===== config.mk =====
export PLATFORM = sky130hd
export DESIGN_NAME = mod_74x08_bist
export DESIGN_NICKNAME = d
export VERILOG_FILES = /design/src/rtl/mod_74x08_bist.sv
export SDC_FILE = /design/constraint.sdc
export NUM_CORES = 1
export LEC_CHECK = 0
export BUFFER_PORTS_ARGS = -buffer_cell sky130_fd_sc_hd__buf_4
export CORE_UTILIZATION = 35
export CTS_BUF_LIST = sky130_fd_sc_hd__clkbuf_8 sky130_fd_sc_hd__clkbuf_16
export CTS_CLUSTER_DIAMETER = 100
export DETAILED_ROUTE_END_ITERATION = 16
export MAX_ROUTING_LAYER = met4
export PLACE_DENSITY = 0.6
export SYNTH_ARGS = -nofsm -noshare
export SYNTH_HDL_FRONTEND = slang
export SYNTH_SLANG_ARGS = --single-unit

===== constraint.sdc =====
create_clock -name CLK -period 6.1 [get_ports CLK]
set_clock_uncertainty 0.1 [all_clocks]
set_input_delay 1.525 -clock CLK [delete_from_list [all_inputs] [get_ports CLK]]
set_output_delay 1.525 -clock CLK [all_outputs]
set_load 0.02 [all_outputs]

===== src/rtl/mod_74x08_bist.sv =====
// Built-in self-test sequencer for one quad 2-input AND package (74x08).
// Walks eight fixed A/B vectors, samples Y after a settle time, reports per-gate failures.
module mod_74x08_bist #(
  parameter int SETTLE = 2
) (
  input  logic       CLK,
  input  logic       CLR_n,
  input  logic       START,
  output logic [3:0] A,
  output logic [3:0] B,
  input  logic [3:0] Y,
  output logic       BUSY,
  output logic       DONE,
  output logic       PASS,
  output logic [3:0] FAIL_MASK,
  output logic [2:0] FAIL_VEC
);

  localparam int SW = (SETTLE > 0) ? $clog2(SETTLE + 1) : 1;
  localparam logic [SW-1:0] S_MAX = SW'(SETTLE);

  typedef enum logic [1:0] {ST_IDLE, ST_RUN, ST_DONE} state_t;

  state_t        state_q, state_d;
  logic [2:0]    v_q, v_d;
  logic [SW-1:0] s_q, s_d;
  logic [3:0]    a_q, a_d;
  logic [3:0]    b_q, b_d;
  logic          busy_q, busy_d;
  logic          done_q, done_d;
  logic          pass_q, pass_d;
  logic [3:0]    fail_mask_q, fail_mask_d;
  logic [2:0]    fail_vec_q, fail_vec_d;
  logic          failed_q, failed_d;
  logic [3:0]    err;

  // Vectors 0-3 exercise all gates together; 4-7 walk a single one across gates.
  function automatic logic [3:0] one_hot(input logic [1:0] k);
    return 4'b0001 << k;
  endfunction

  function automatic logic [3:0] vec_a(input logic [2:0] v);
    case (v)
      3'd0, 3'd2: return 4'b1111;
      3'd1, 3'd3: return 4'b0000;
      default:    return one_hot(v[1:0]);
    endcase
  endfunction

  function automatic logic [3:0] vec_b(input logic [2:0] v);
    case (v)
      3'd0, 3'd1: return 4'b1111;
      3'd2, 3'd3: return 4'b0000;
      default:    return one_hot(v[1:0]);
    endcase
  endfunction

  function automatic logic [3:0] vec_exp(input logic [2:0] v);
    return vec_a(v) & vec_b(v);
  endfunction

  always_comb begin
    // NOTE: every signal gets a default before the case so no path leaves it unassigned (no latches).
    state_d     = state_q;
    v_d         = v_q;
    s_d         = s_q;
    a_d         = a_q;
    b_d         = b_q;
    busy_d      = busy_q;
    done_d      = done_q;
    pass_d      = pass_q;
    fail_mask_d = fail_mask_q;
    fail_vec_d  = fail_vec_q;
    failed_d    = failed_q;
    err         = 4'b0000;

    case (state_q)
      ST_IDLE, ST_DONE: begin
        if (START) begin
          state_d     = ST_RUN;
          v_d         = 3'd0;
          s_d         = '0;
          a_d         = vec_a(3'd0);
          b_d         = vec_b(3'd0);
          busy_d      = 1'b1;
          done_d      = 1'b0;
          pass_d      = 1'b0;
          fail_mask_d = 4'b0000;
          fail_vec_d  = 3'd0;
          failed_d    = 1'b0;
        end
      end
      ST_RUN: begin
        if (s_q != S_MAX) begin
          s_d = s_q + SW'(1);
        end else begin
          err         = Y ^ vec_exp(v_q);
          fail_mask_d = fail_mask_q | err;
          // failed_q distinguishes "first failure at vector 0" from "no failure".
          if (err != 4'b0000 && !failed_q) begin
            fail_vec_d = v_q;
            failed_d   = 1'b1;
          end
          if (v_q != 3'd7) begin
            v_d = v_q + 3'd1;
            s_d = '0;
            a_d = vec_a(v_q + 3'd1);
            b_d = vec_b(v_q + 3'd1);
          end else begin
            a_d     = 4'b0000;
            b_d     = 4'b0000;
            busy_d  = 1'b0;
            done_d  = 1'b1;
            pass_d  = (fail_mask_d == 4'b0000);
            state_d = ST_DONE;
          end
        end
      end
      default: state_d = ST_IDLE;
    endcase
  end

  // NOTE: sequential state uses non-blocking assignments so all flops update together on the edge.
  always_ff @(posedge CLK or negedge CLR_n) begin
    if (!CLR_n) begin
      state_q     <= ST_IDLE;
      v_q         <= 3'd0;
      s_q         <= '0;
      a_q         <= 4'b0000;
      b_q         <= 4'b0000;
      busy_q      <= 1'b0;
      done_q      <= 1'b0;
      pass_q      <= 1'b0;
      fail_mask_q <= 4'b0000;
      fail_vec_q  <= 3'd0;
      failed_q    <= 1'b0;
    end else begin
      state_q     <= state_d;
      v_q         <= v_d;
      s_q         <= s_d;
      a_q         <= a_d;
      b_q         <= b_d;
      busy_q      <= busy_d;
      done_q      <= done_d;
      pass_q      <= pass_d;
      fail_mask_q <= fail_mask_d;
      fail_vec_q  <= fail_vec_d;
      failed_q    <= failed_d;
    end
  end

  assign A         = a_q;
  assign B         = b_q;
  assign BUSY      = busy_q;
  assign DONE      = done_q;
  assign PASS      = pass_q;
  assign FAIL_MASK = fail_mask_q;
  assign FAIL_VEC  = fail_vec_q;

endmodule


---- After elaboration in Yosys (flattened, before gate mapping) ----
Cells that the tools add are included.
W data, S select, Z words.
operators by class
  bitwise logic cells ..................... 3
  equality and inequality tests ........... 16
  muxes and demuxes ....................... 47
  shift operators ......................... 2
  reductions and logical operators ........ 23
  add/sub/neg operators ................... 2
operators by type and width
  operator               count
  $pmux W4 S2            7
  $mux W4                11
  $reduce_or A2 Y1       9
  $mux W3                5
  $eq A3 B2 Y1 const B   4
  $mux W2                6
  $ne A2 B2 Y1 const B   6
  $pmux W3 S2            2
  $reduce_and A4 Y1      3
  $mux W1                10
  $reduce_and A3 Y1      3
  $pmux W1 S2            4
  $pmux W2 S2            2
  $shl A1 B2 Y4 const A  2
  $eq A3 B1 Y1 const B   2
  $logic_not A3 Y1       2
  $ne A3 B3 Y1 const B   2
  $and A4 B4 Y4          1
  $logic_not A4 Y1       1
  $or A4 B4 Y4           1
  $reduce_bool A4 Y1     1
  $xor A4 B4 Y4          1
  $add A3 B1 Y3 const B  1
  $add A2 B1 Y2 const B  1
  6 further kinds        6
word-level totals
  logic and storage cells ................. 104
  output and inout port bits .............. 18
  input bits .............................. 7
  flip-flop bits (word level) ............. 26

---- Longest topological paths before layout ----
  word-level depth ........................ 12
  mapped depth ............................ 8

---- Least setup slack after synthesis ----
OpenSTA, ideal clock, no wires.
  path kind ............................... in2reg
  from .................................... in Y[0]
  to ...................................... reg pass_q (netlist: PASS)
  cell stages on the path ................. 4
  path slack .............................. 3247 ps
  path buffers ............................ 0
  library setup time ...................... 76 ps
  data arrival time ....................... 2677 ps
  required time ........................... 5924 ps
  path through ............................ xor2_1 > a2111o_1 > or4_1 > o21ai_1
between the ends
  word-level cells in the longest chain between the ends .. 6
RTL lines
  element                 RTL line  RTL
  start: declaration      11        input logic [3:0] Y,
  $xor A4 B4 Y4           97        err = Y ^ vec_exp(v_q);
  $or A4 B4 Y4            98        fail_mask_d = fail_mask_q | err;
  $logic_not A4 Y1        114       pass_d = (fail_mask_d == 4'b0000);
  $mux W1                 104       if (v_q != 3'd7) begin
  $mux W1                 94        if (s_q != S_MAX) begin
  $pmux W1 S2             77        case (state_q)
  end signal: assignment  145       pass_q <= pass_d;
  end: declaration        31        logic pass_q, pass_d;
Every way passes these cells. The select of a mux whose other input is x is not followed.
A chain may end at the register's enable or synchronous reset.

---- Worst setup path in the final report ----
Same ends and word-level chain as after synthesis.

==> impl_metrics.env <==
export IMPL_drc_errors=0
export IMPL_cts_buffer_depth=2
export IMPL_maxCapViolCount=0
export IMPL_path_cells="buf_4 > xor2_1 > a2111o_1 > or4_1 > o21ai_1"
export IMPL_setup_viol_count_final=0
export IMPL_grt_start_max_net_pins=27
export IMPL_fin_util=0.434
export IMPL_grt_usage=0.159
export IMPL_worstSetupPathType="input pin to register"
export IMPL_die_w_um=66.7
export IMPL_synth_cell_types=38
export IMPL_worstSetupEndpointType="register"
export IMPL_fp_dieArea_mm2=0.00445
export IMPL_start_kind="input pin"
export IMPL_min_path_cells=2
export IMPL_use_met1=0.216
export IMPL_htree_levels=1
export IMPL_final_fill_count=385
export IMPL_hp_class="register to register"
export IMPL_fin_setup_tns_ns=0
export IMPL_syn_inst=159
export IMPL_worstSetupStartpoint="Y[0]"
export IMPL_hp_start="DONE"
export IMPL_grt_overflow=0
export IMPL_via_per_inst=5.18
export IMPL_power_density_mw_per_mm2=563
export IMPL_status="completed"
export IMPL_r2r_start="v_q[0]"
export IMPL_cp_max_fo=3
export IMPL_critPathMaxStageDelay_ns=0.50
export IMPL_place_ws_ns=3.04
export IMPL_holdBufCountCts=0
export IMPL_die_h_um=66.7
export IMPL_drive_above_1_share=0.162
export IMPL_avgSynthCellArea_um2=9.21
export IMPL_relSlewSlack=0.412
export IMPL_met3_usage=0.0257
export IMPL_routedWlPerCell_um=13.5
export IMPL_cts_setup_buffers=0
export IMPL_vdd_ir_drop_max_mv=0.257
export IMPL_crit_arrival_ns=2.88
export IMPL_num_vias=1187
export IMPL_ys_ff_latch=26
export IMPL_root_buffer="clkbuf_8"
export IMPL_worst_slack_ns=3.32
export IMPL_core_area_mm2=0.00400
export IMPL_synth_top_cell_by_area="dfrtp_1"
export IMPL_hold_end="DONE"
export IMPL_fin_crit_sh=0.456
export IMPL_p_leak_nw=0.814
export IMPL_rsz0062_at_grt="no"
export IMPL_synth_top_cell_area_share=0.444
export IMPL_totalWireLength_mm=3.10
export IMPL_slew_viol_final=0
export IMPL_top_usage_layer="met2"
export IMPL_drt_pass1_iterations=4
export IMPL_synth_fp_nets=175
export IMPL_synth_warnings=0
export IMPL_timing_rr_end="PASS"
export IMPL_diodes=0
export IMPL_start_util=0.366
export IMPL_syn_to_final_growth_pct=18.6
export IMPL_fp_row_count=23
export IMPL_io_buffers=24
export IMPL_required_ns=6.20
export IMPL_grt_pass1_vias=1121
export IMPL_grt_pass1_wl_mm=5.22
export IMPL_period_needed_ns=2.78
export IMPL_clk_latency_ns=0.27
export IMPL_synth_area_leaders="dfrtp_1, ha_1, nand2_1, o21ai_0, nor2_1"
export IMPL_cts_buffers=3
export IMPL_clock_sinks=26
export IMPL_antenna_found_initial=0
export IMPL_ff2ff_path_depth=7
export IMPL_synth_area_mm2=0.00147
export IMPL_fmax_ghz=0.360
export IMPL_tightestPinTransition_ns=0.881
export IMPL_hold_viol_final=0
export IMPL_post_cts_resize_count=0
export IMPL_io_pins=25
export IMPL_cp_slowest_cell="or4_1"
export IMPL_cts_tree="yes"
export IMPL_synth_seq_area_share=0.444
export IMPL_fin_nets=196
export IMPL_place_hpwl_mm=2.28
export IMPL_r2r_slack_ns=3.46
export IMPL_clk_pin_slew_ns=0.09
export IMPL_gp_congestion=0.783
export IMPL_met2_usage=0.247
export IMPL_antenna_left=0
export IMPL_drt_iter0_drc=42
layout by cell type (no fill, tap or decap), types with 2 or more instances in the layout:
cell | Yosys | final
nand3b_1 | 2 | 2
nor2b_1 | 4 | 4
a21oi_1 | 9 | 9
nor2_1 | 15 | 15
nand3_1 | 2 | 2
dfrtp_1 | 26 | 26
or4_1 | 2 | 2
buf_4 | 1 | 24
o21ai_0 | 15 | 15
mux2i_1 | 3 | 3
o31ai_1 | 4 | 4
clkbuf_8 | 0 | 3
nor3_1 | 2 | 2
nand2_1 | 24 | 24
inv_1 | 5 | 5
nand2b_1 | 8 | 8
xor2_1 | 2 | 2
ha_1 | 9 | 9
synthesized netlist by cell type:
library cell  count
dfrtp_1          26
nand2_1          24
nor2_1           15
o21ai_0          15
a21oi_1           9
ha_1              9
nand2b_1          8
clkbuf_1          6
inv_1             5
nor2b_1           4
o31ai_1           4
mux2i_1           3
nand3_1           2
nand3b_1          2
nor3_1            2
or4_1             2
xor2_1            2
a2111o_1          1
a211oi_1          1
a22o_1            1
a32oi_1           1
and2_1            1
and4b_1           1
buf_4             1
buf_6             1
mux2_1            1
nand4_1           1
nand4b_1          1
o211ai_1          1
o21a_1            1
o21ai_1           1
o21ba_1           1
o311ai_4          1
o32ai_1           1
or2_0             1
or2b_1            1
or3_1             1
xnor2_1           1
registers in the layout, summed over array words and instances (netlist names):
name,flops
FAIL_VEC,3
A,4
FAIL_MASK,4
state_q,2
BUSY,1
v_q,3
B,4
DONE,1
s_q,2
PASS,1
failed_q,1
worst max-delay path, delay by kind of cell:
family                    cells  cell delay (ns)
and+or+nand+nor               1             0.50
buffers and inverters         1             0.11
AOI/OAI and AO/OA             2             0.59
xor gates and xnor gates      1             0.15
per-stage QoR:
step	instance area, um^2	cells	power, mW	hold WS, ns
6_report	1740	229	0.978	0.390
5_1_grt	1740	229	1.06	0.419
4_1_cts	1740	229	0.982	0.397
3_5_place_dp	1670	225	0.835	0.374
3_3_place_gp	1670	225	0.825	0.367
2_1_floorplan	1470	159	0.673	0.371
layout make-up:
type / instances / area, um^2 / area share
Clock buffer: 3 / 41.3 / 0.0238
Clock inverter: 1 / 30.0 / 0.0173
Inverter: 5 / 18.8 / 0.0108
Multi-Input combinational cell: 120 / 754 / 0.434
Sequential cell: 26 / 651 / 0.374
Tap cell: 50 / 62.6 / 0.0360
Timing Repair Buffer: 24 / 180 / 0.104
worst max-delay path by stage:
stage | to | slack, ns | cells past startpoint
3_3_place_gp | PASS | 3.07 | 5
5_1_grt | PASS | 3.30 | 5
2_1_floorplan | PASS | 3.25 | 4
4_1_cts | PASS | 3.32 | 5
3_5_place_dp | PASS | 3.04 | 5
6_report | PASS | 3.32 | 5
logic make-up after synthesis:
kind of cell    share of synthesized area
xor+xnor                           0.0179
fa+ha+maj                          0.0769
simple gates                        0.220
buf+inv                            0.0410
mux                                0.0282
compound gates                      0.172
flops                               0.444
layer usage:
| metal | up-vias | wire length, um |
|---|---|---|
| met1 | 574 | 1530 |
| li1 | 587 | - |
| met4 | 0 | 27 |
| met2 | 22 | 1430 |
| met5 | - | 0 |
| met3 | 4 | 110 |
report_power, final:
| part | leakage (nW) | internal, mW | switching, mW |
|---|---|---|---|
| logic | 0.464 | 0.209 | 0.324 |
| registers | 0.314 | 0.247 | 0.0547 |
| clock network | 0.0357 | 0.0878 | 0.0552 |
| total | 0.814 | 0.544 | 0.434 |
Note: power is estimated with default switching activity, not from simulation.
